--- src/rtl/future_pkg.sv ---
// ============================================================================
// Module   : future_pkg
// Brief    : Shared widths and types for the FUTURE round counter slice.
// Revision : 1.0 - initial release
// ============================================================================
`default_nettype none

package future_pkg;

  localparam int ROUNDS_DEFAULT = 10;
  localparam int CNT_W          = 4;

  typedef logic [CNT_W-1:0] round_t;

endpackage : future_pkg

`default_nettype wire

--- src/rtl/future_sideband_reg.sv ---
// ============================================================================
// Module   : future_sideband_reg
// Brief    : Six-bit enabled register that delays the cipher sideband bits by
//            one enabled cycle, with asynchronous active-low reset.
// Revision : 1.0 - initial release
// ============================================================================
`default_nettype none

module future_sideband_reg (
  input  logic clk,
  input  logic rst,
  input  logic en,
  input  logic Xr,
  input  logic X6,
  input  logic K6,
  input  logic K5,
  input  logic C6,
  input  logic sm,
  output logic Yr,
  output logic Y6,
  output logic L6,
  output logic L5,
  output logic D6,
  output logic sm1
);

  logic [5:0] sb_d;
  logic [5:0] sb_q;

  always_comb begin
    sb_d = sb_q;
    if (en) begin
      sb_d = {Xr, X6, K6, K5, C6, sm};
    end
  end

  always_ff @(posedge clk or negedge rst) begin
    if (!rst) begin
      sb_q <= 6'b0;
    end else begin
      sb_q <= sb_d;
    end
  end

  assign {Yr, Y6, L6, L5, D6, sm1} = sb_q;

endmodule : future_sideband_reg

`default_nettype wire

--- src/rtl/future_round_counter.sv ---
// ============================================================================
// Module   : future_round_counter
// Brief    : Round index counter with first/last-round decode and aligned
//            sideband delay. Optional macro ROUND_SATURATE_EN makes the count
//            hold at the last round instead of wrapping to zero.
// Revision : 1.0 - initial release
// ============================================================================
`default_nettype none

module future_round_counter
  import future_pkg::*;
#(
  parameter int ROUNDS = ROUNDS_DEFAULT
) (
  input  logic clk,
  input  logic rst,
  input  logic en,
  input  logic b0,
  input  logic b1,
  input  logic b2,
  input  logic b3,
  input  logic B0,
  input  logic B1,
  input  logic Xr,
  input  logic X6,
  input  logic K6,
  input  logic K5,
  input  logic C6,
  input  logic sm,
  output logic d0,
  output logic d1,
  output logic d2,
  output logic d3,
  output logic C0,
  output logic C1,
  output logic Yr,
  output logic Y6,
  output logic L6,
  output logic L5,
  output logic D6,
  output logic sm1
);

  localparam round_t         LAST       = round_t'(ROUNDS - 1);
  localparam logic [CNT_W:0] ROUNDS_EXT = ROUNDS[CNT_W:0];

  round_t cnt_d;
  round_t cnt_q;
  round_t load_val;
  round_t load_clamped;

  assign load_val     = {b3, b2, b1, b0};
  // Extra MSB in the compare keeps ROUNDS=16 representable.
  assign load_clamped = ({1'b0, load_val} >= ROUNDS_EXT) ? LAST : load_val;

  always_comb begin
    cnt_d = cnt_q;
    if (B1) begin
      cnt_d = '0;
    end else if (B0) begin
      cnt_d = load_clamped;
    end else if (en) begin
      if (cnt_q == LAST) begin
`ifdef ROUND_SATURATE_EN
        cnt_d = LAST;
`else
        cnt_d = '0;
`endif
      end else begin
        cnt_d = cnt_q + round_t'(1);
      end
    end
  end

  always_ff @(posedge clk or negedge rst) begin
    if (!rst) begin
      cnt_q <= '0;
    end else begin
      cnt_q <= cnt_d;
    end
  end

  assign {d3, d2, d1, d0} = cnt_q;
  assign C0 = (cnt_q == LAST);
  assign C1 = (cnt_q == '0);

  future_sideband_reg u_sideband (
    .clk (clk),
    .rst (rst),
    .en  (en),
    .Xr  (Xr),
    .X6  (X6),
    .K6  (K6),
    .K5  (K5),
    .C6  (C6),
    .sm  (sm),
    .Yr  (Yr),
    .Y6  (Y6),
    .L6  (L6),
    .L5  (L5),
    .D6  (D6),
    .sm1 (sm1)
  );

endmodule : future_round_counter

`default_nettype wire

--- config.mk ---
export PLATFORM = sky130hd
export DESIGN_NAME = future_round_counter
export DESIGN_NICKNAME = d
export VERILOG_FILES = /design/src/rtl/future_pkg.sv /design/src/rtl/future_sideband_reg.sv /design/src/rtl/future_round_counter.sv
export SDC_FILE = /design/constraint.sdc
export NUM_CORES = 1
export LEC_CHECK = 0
export CAP_MARGIN = 15
export CORE_AREA = 8 8 47 49
export CTS_CLUSTER_SIZE = 25
export DETAILED_ROUTE_END_ITERATION = 16
export DIE_AREA = 0 0 55 57
export GPL_TIMING_DRIVEN = 0
export PLACE_DENSITY = 0.74
export SYNTH_ARGS = -nofsm -noshare
export SYNTH_HDL_FRONTEND = slang
export SYNTH_HIERARCHICAL = 1
export SYNTH_SLANG_ARGS = --single-unit
--- constraint.sdc ---
create_clock -name clk -period 3.19 [get_ports clk]
set_input_delay 0.319 -clock clk [delete_from_list [all_inputs] [get_ports clk]]
set_output_delay 0.319 -clock clk [all_outputs]
set_load 0.01 [all_outputs]
==> results.sh, run 1 <==
export IMPL_fmax_mhz=481
export IMPL_core_area_um2=1580
export IMPL_fin_skew_ns=0.000151
export IMPL_end_kind="primary output"
export IMPL_internal_power_mw=0.265
export IMPL_antenna_cells=0
export IMPL_setup_tns_final_ns=0
export IMPL_max_slew_margin_pct=71.0
export IMPL_final_hold_viol_count=0
export IMPL_syn_area_um2=562
export IMPL_yosysTopAreaCell="dfrtp_1"
export IMPL_hp_class="in2async"
export IMPL_cts_resized=0
export IMPL_slew_violations=0
export IMPL_cts_buffers=3
export IMPL_rsz0062_at_grt="no"
export IMPL_die_area_um2=3140
export IMPL_synth_area_top_cells="dfrtp_1 45%, mux2_4 16%, ha_1 6.7%"
export IMPL_critPathLaunchType="flop"
export IMPL_switching_share_pct=25.0
export IMPL_io_buffers=25
export IMPL_yosysMostFrequentCell="dfrtp_1"
export IMPL_synth_fp_nets=67
export IMPL_io_pins=27
export IMPL_cts_root_buffer="clkbuf_4"
export IMPL_final_net_count=97
export IMPL_seqPwrFrac_pct=42.1
export IMPL_clockBufferDepth=2
export IMPL_fin_area_um2=870
export IMPL_yosys_warnings=6
export IMPL_wl_mm=1.47
export IMPL_p_per_area_nw_per_um2=407
export IMPL_wl_per_cell_um=15.4
export IMPL_avgSynthCellArea_um2=11.5
export IMPL_final_core_util_pct=55.2
export IMPL_drc=0
export IMPL_die_height_um=57
export IMPL_antenna_found_initial=0
export IMPL_synth_top_area_share_pct=44.5
export IMPL_start_util_pct=35.6
export IMPL_status="finished, final reports clean"
export IMPL_synth_seq_cells=10
export IMPL_die_w_um=55
export IMPL_clock_latency_ns=0.26
export IMPL_syn2layout_area_growth_pct=54.8
export IMPL_critical_path_required_ns=2.87
export IMPL_dr_pass1_iters=4
export IMPL_grt_max_degree=11
export IMPL_comb_power_share_pct=26.1
export IMPL_path_max_fanout=6
export IMPL_via_per_inst=5.28
export IMPL_clk_pin_slew_ns=0.07
export IMPL_grt_usage_pct=9.66
export IMPL_dp_hpwl_mm=1.13
export IMPL_drt_iter0_markers=14
export IMPL_final_fill_count=142
export IMPL_grt_pass1_wl_mm=2.27
export IMPL_synth_seq_area_share_pct=44.5
export IMPL_gp_congestion=0.828
export IMPL_worstSetupPathType="reg2out"
export IMPL_ys_types=18
export IMPL_synth_commonest_cells="10 x dfrtp_1, 6 x mux2_4, 5 x inv_1, 4 x a21oi_1, 4 x nand2_1"
export IMPL_tightest_slew_ns=0.434
export IMPL_grt_pass1_vias=495
export IMPL_ys_flop_type="dfrtp_1"
export IMPL_cts_tree="done"
export IMPL_async_reset_ff_share_pct=100
export IMPL_ant_nets=0
export IMPL_grt_overflow_total=0
export IMPL_cts_setup_buffers=0
export IMPL_cts_sinks=10
export IMPL_num_vias=502
export IMPL_num_rows=15
export IMPL_ir_drop_v=0.000229
export IMPL_p_leak_nw=0.386
export IMPL_setup_viol=0
export IMPL_arrival_ns=1.76
export IMPL_layout_drive_gt1_share_pct=16.7
export IMPL_max_cap_viol_count=0
export IMPL_p_switching_mw=0.0882
export IMPL_synthCells=49
export IMPL_cts_hold_buf=0
export IMPL_synth_edf_count=0
export IMPL_period_share_pct=65.2
export IMPL_min_period_ns=2.08
export IMPL_clock_power_share_pct=31.8
export IMPL_postPlaceCellArea_um2=833
export IMPL_htreeDepth=1
[routing by layer]
metal | share of wire (%) | vias to the layer above | GRT usage [%]
met2 | 52 | 15 | 15.9
li1 | - | 236 | -
met3 | 9.6 | 0 | 4.42
met4 | 0 | 0 | 2.06
met5 | 0 | - | 0
met1 | 38 | 251 | 11.0
[worst paths after layout]
check | slack [ns] | cells after the start | to | start
hold / removal | 0.36 | 1 | u_sideband/sb_q[3] | rst
setup / recovery | 1.11 | 5 | C0 | cnt_q[1]
hold reg to reg | 0.51 | 1 | u_sideband/sb_q[4] | u_sideband/sb_q[4]
min in group clk | 0.47 | 2 | cnt_q[2] | B0
setup reg to reg | 1.67 | 5 | cnt_q[2] | cnt_q[1]
max in group asynchronous | 2.53 | 1 | u_sideband/sb_q[4] | rst
[kinds of logic (layout without fill, tap and decap cells)]
group | Yosys count | after routing | synth area share, %
flops | 10 | 10 | 44.5
fa+ha+maj | 3 | 3 | 6.68
simple gates | 11 | 11 | 11.8
compound gates | 12 | 12 | 14.9
mux | 6 | 6 | 16.0
buf+inv | 7 | 36 | 6.01
[stage by stage]
| step | instances | total power [mW] | hold slack (ns) | setup WS [ns] |
|---|---|---|---|---|
| 2_1_floorplan | 49 | 0.188 | 0.0234 | 1.77 |
| 3_3_place_gp | 91 | 0.243 | 0.489 | 1.42 |
| 6_report | 95 | 0.354 | 0.358 | 1.11 |
| 4_1_cts | 95 | 0.360 | 0.367 | 1.10 |
| 3_5_place_dp | 91 | 0.244 | 0.500 | 1.40 |
| 5_1_grt | 95 | 0.375 | 0.387 | 1.02 |
[critical path, cell delays in order (launching register included)]
cell and delay, ns:
dfrtp_1 0.45, inv_1 0.11, ha_1 0.20, nand3b_1 0.14, inv_1 0.08, clkdlybuf4s50_1 0.53
[cell usage in the layout (no fill, tap or decap)]
| cell | instances |
|---|---|
| buf_6 | 1 |
| a21oi_1 | 4 |
| mux2_4 | 6 |
| nand3_1 | 2 |
| clkbuf_8 | 1 |
| nand3b_1 | 1 |
| ha_1 | 3 |
| nor3b_1 | 1 |
| a221oi_1 | 3 |
| or3b_1 | 1 |
| clkdlybuf4s50_1 | 25 |
| clkbuf_4 | 3 |
| nand2_1 | 4 |
| o21ai_0 | 3 |
| and4b_2 | 1 |
| clkbuf_1 | 1 |
| inv_1 | 5 |
| dfrtp_1 | 10 |
| nor2b_1 | 1 |
| a21boi_0 | 1 |
| a221oi_2 | 1 |
[sequential cells by signal, summed over array words and instances (netlist names)]
signal           count
u_sideband/sb_q      6
cnt_q                4
[area by class of cell]
class | count | area, um^2 | area share (%)
sequential | 10 | 250 | 28.8
buffer | 2 | 15.0 | 1.73
timing repair buffer | 25 | 250 | 28.8
tap | 17 | 21.3 | 2.45
multi-input combinational | 32 | 278 | 31.9
inverter | 5 | 18.8 | 2.16
clock buffer | 4 | 36.3 | 4.17
[power groups by stage]
stage	Sequential (mW)	Combinational [mW]	Clock [mW]
global placement	0.151	0.0916	0
detailed placement	0.152	0.0925	0
floorplan	0.155	0.0337	0
global route	0.150	0.0990	0.125
finish	0.149	0.0924	0.112
CTS	0.149	0.0933	0.117
No activity file was read; power rests on OpenSTA's default activity.
==> run 2: changes to the inputs <==
--- a/config.mk
+++ b/config.mk
@@ -6,12 +6,12 @@
 export NUM_CORES = 1
 export LEC_CHECK = 0
 export CAP_MARGIN = 15
-export CORE_AREA = 8 8 47 49
+export CORE_AREA = 8 8 48 50
 export CTS_CLUSTER_SIZE = 25
 export DETAILED_ROUTE_END_ITERATION = 16
-export DIE_AREA = 0 0 55 57
+export DIE_AREA = 0 0 56 58
 export GPL_TIMING_DRIVEN = 0
-export PLACE_DENSITY = 0.74
+export PLACE_DENSITY = 0.71
 export SYNTH_ARGS = -nofsm -noshare
 export SYNTH_HDL_FRONTEND = slang
 export SYNTH_HIERARCHICAL = 1
==> constraint.sdc (replaced) <==
create_clock -name clk -period 1.96 [get_ports clk]
set_input_delay 0.196 -clock clk [delete_from_list [all_inputs] [get_ports clk]]
set_output_delay 0.196 -clock clk [all_outputs]
set_load 0.01 [all_outputs]
==> results.sh, run 2 (synthesis gave the netlist of run 1 again) <==
export IMPL_htreeDepth=1
export IMPL_cts_buffers=3
export IMPL_final_hold_viol_count=0
export IMPL_period_share_pct=77.0
export IMPL_critical_path_required_ns=1.76
export IMPL_hp_class="in2async"
export IMPL_antenna_found_initial=0
export IMPL_clk_pin_slew_ns=0.07
export IMPL_die_height_um=58
export IMPL_cts_tree="done"
export IMPL_setup_tns_final_ns=0
export IMPL_max_cap_viol_count=0
export IMPL_grt_pass1_vias=515
export IMPL_min_period_ns=1.51
export IMPL_regMostFlops="u_sideband/sb_q"
export IMPL_core_area_um2=1610
export IMPL_rsz0062_at_grt="no"
export IMPL_grt_max_degree=11
export IMPL_largest_register_ffs=6
export IMPL_setup_viol=0
export IMPL_cp_common_cell="inv_1"
export IMPL_cts_sinks=10
export IMPL_dr_pass1_iters=3
export IMPL_drt_iter0_markers=14
export IMPL_layout_common_cells="23 x clkdlybuf4s50_1, 8 x dfrtp_1, 6 x mux2_4, 5 x inv_1"
export IMPL_die_area_um2=3250
export IMPL_io_buffers=25
export IMPL_via_per_inst=5.09
export IMPL_cts_root_buffer="clkbuf_4"
export IMPL_ant_nets=0
export IMPL_dp_hpwl_mm=1.07
export IMPL_grt_usage_pct=8.54
export IMPL_layout_drive_gt1_share_pct=20.5
export IMPL_clockBufferDepth=2
export IMPL_path_max_fanout=6
export IMPL_start_util_pct=34.8
export IMPL_path_cells="inv_1 -> ha_2 -> nand3b_1 -> inv_1 -> dlymetal6s2s_1"
export IMPL_fmax_mhz=663
export IMPL_max_stage_delay_ns=0.44
export IMPL_max_slew_margin_pct=70.9
export IMPL_clock_latency_ns=0.26
export IMPL_critPathLaunchType="flop"
export IMPL_final_common_cell="clkdlybuf4s50_1"
export IMPL_end_kind="primary output"
export IMPL_die_w_um=56
export IMPL_cts_hold_buf=0
export IMPL_reg_largest_list="u_sideband/sb_q x6, cnt_q x4"
export IMPL_final_net_count=97
export IMPL_io_pins=27
export IMPL_final_setup_worst_slack_ns=0.451
export IMPL_drc=0
export IMPL_syn2layout_area_growth_pct=56.6
export IMPL_wl_per_cell_um=14.2
export IMPL_grt_overflow_total=0
export IMPL_grt_pass1_wl_mm=2.30
export IMPL_arrival_ns=1.31
export IMPL_ir_drop_v=0.000350
export IMPL_fin_skew_ns=0.00350
export IMPL_cts_setup_buffers=0
export IMPL_slew_violations=0
export IMPL_status="finished, final reports clean"
export IMPL_p_per_area_nw_per_um2=649
export IMPL_post_place_ws_ns=0.327
export IMPL_tightest_slew_ns=0.435
export IMPL_p_leak_nw=0.412
export IMPL_worstSetupPathType="reg2out"
export IMPL_num_vias=484
export IMPL_num_rows=15
export IMPL_gp_congestion=0.781
export IMPL_slowest_stage="dfrtp_2"
export IMPL_antenna_cells=0
export IMPL_wl_mm=1.35
run 2: timing repair:
action,4_1_cts,5_1_grt
hold endpoints to repair,0,0
setup endpoints to repair,0,2
gates resized for setup,0,5
run 2: metrics by stage:
stage / power [mW] / hold slack [ns] / util, % / std cells / area (um^2)
after floorplan: 0.307 / -0.0996 / - / 49 / 562
after global placement: 0.392 / 0.489 / 51.6 / 91 / 833
after detailed placement: 0.395 / 0.492 / 51.6 / 91 / 833
after CTS: 0.582 / 0.252 / 53.9 / 95 / 870
after global routing: 0.609 / 0.261 / 54.5 / 95 / 880
final: 0.571 / 0.242 / 54.5 / 95 / 880
run 2: worst paths after layout:
| check | startpoint | end | slack [ns] | cells after the start |
|---|---|---|---|---|
| worst min-delay path | rst | u_sideband/sb_q[5] | 0.24 | 1 |
| worst min register to register | u_sideband/sb_q[3] | u_sideband/sb_q[3] | 0.51 | 1 |
| max in group asynchronous | rst | cnt_q[0] | 1.39 | 1 |
| min in group clk | B0 | cnt_q[2] | 0.35 | 2 |
| worst max-delay path | cnt_q[1] | C0 | 0.45 | 5 |
| worst max register to register | cnt_q[0] | cnt_q[2] | 0.55 | 4 |
run 2: final cells by class:
type,count,area [um^2]
Fill cell,142,734
Multi-Input combinational cell,32,280
Timing Repair Buffer,25,255
Sequential cell,10,253
Clock buffer,4,36.3
Tap cell,17,21.3
Inverter,5,18.8
Buffer,2,15.0
run 2: routing by layer:
layer	GRT usage [%]	part of all wire, %	routed length, um	vias to the layer above
met4	4.12	0.59	8	0
met2	13.3	48	643	16
met3	3.49	6.7	91	2
met1	9.92	45	610	232
met5	0	0	0	-
li1	-	-	-	234
run 2: power by group:
group          total [mW]  internal, mW  switching [mW]
Sequential          0.242         0.225          0.0166
Clock               0.181         0.113          0.0686
Combinational       0.148        0.0936          0.0540
run 2: worst max-delay path, delay by kind of cell (launching register included):
family                   cells  cell delay [ns]
flip-flops                   1             0.44
AND/OR/NAND/NOR              1             0.12
buffers and inverters        3             0.31
adder cells (fa/ha/maj)      1             0.18
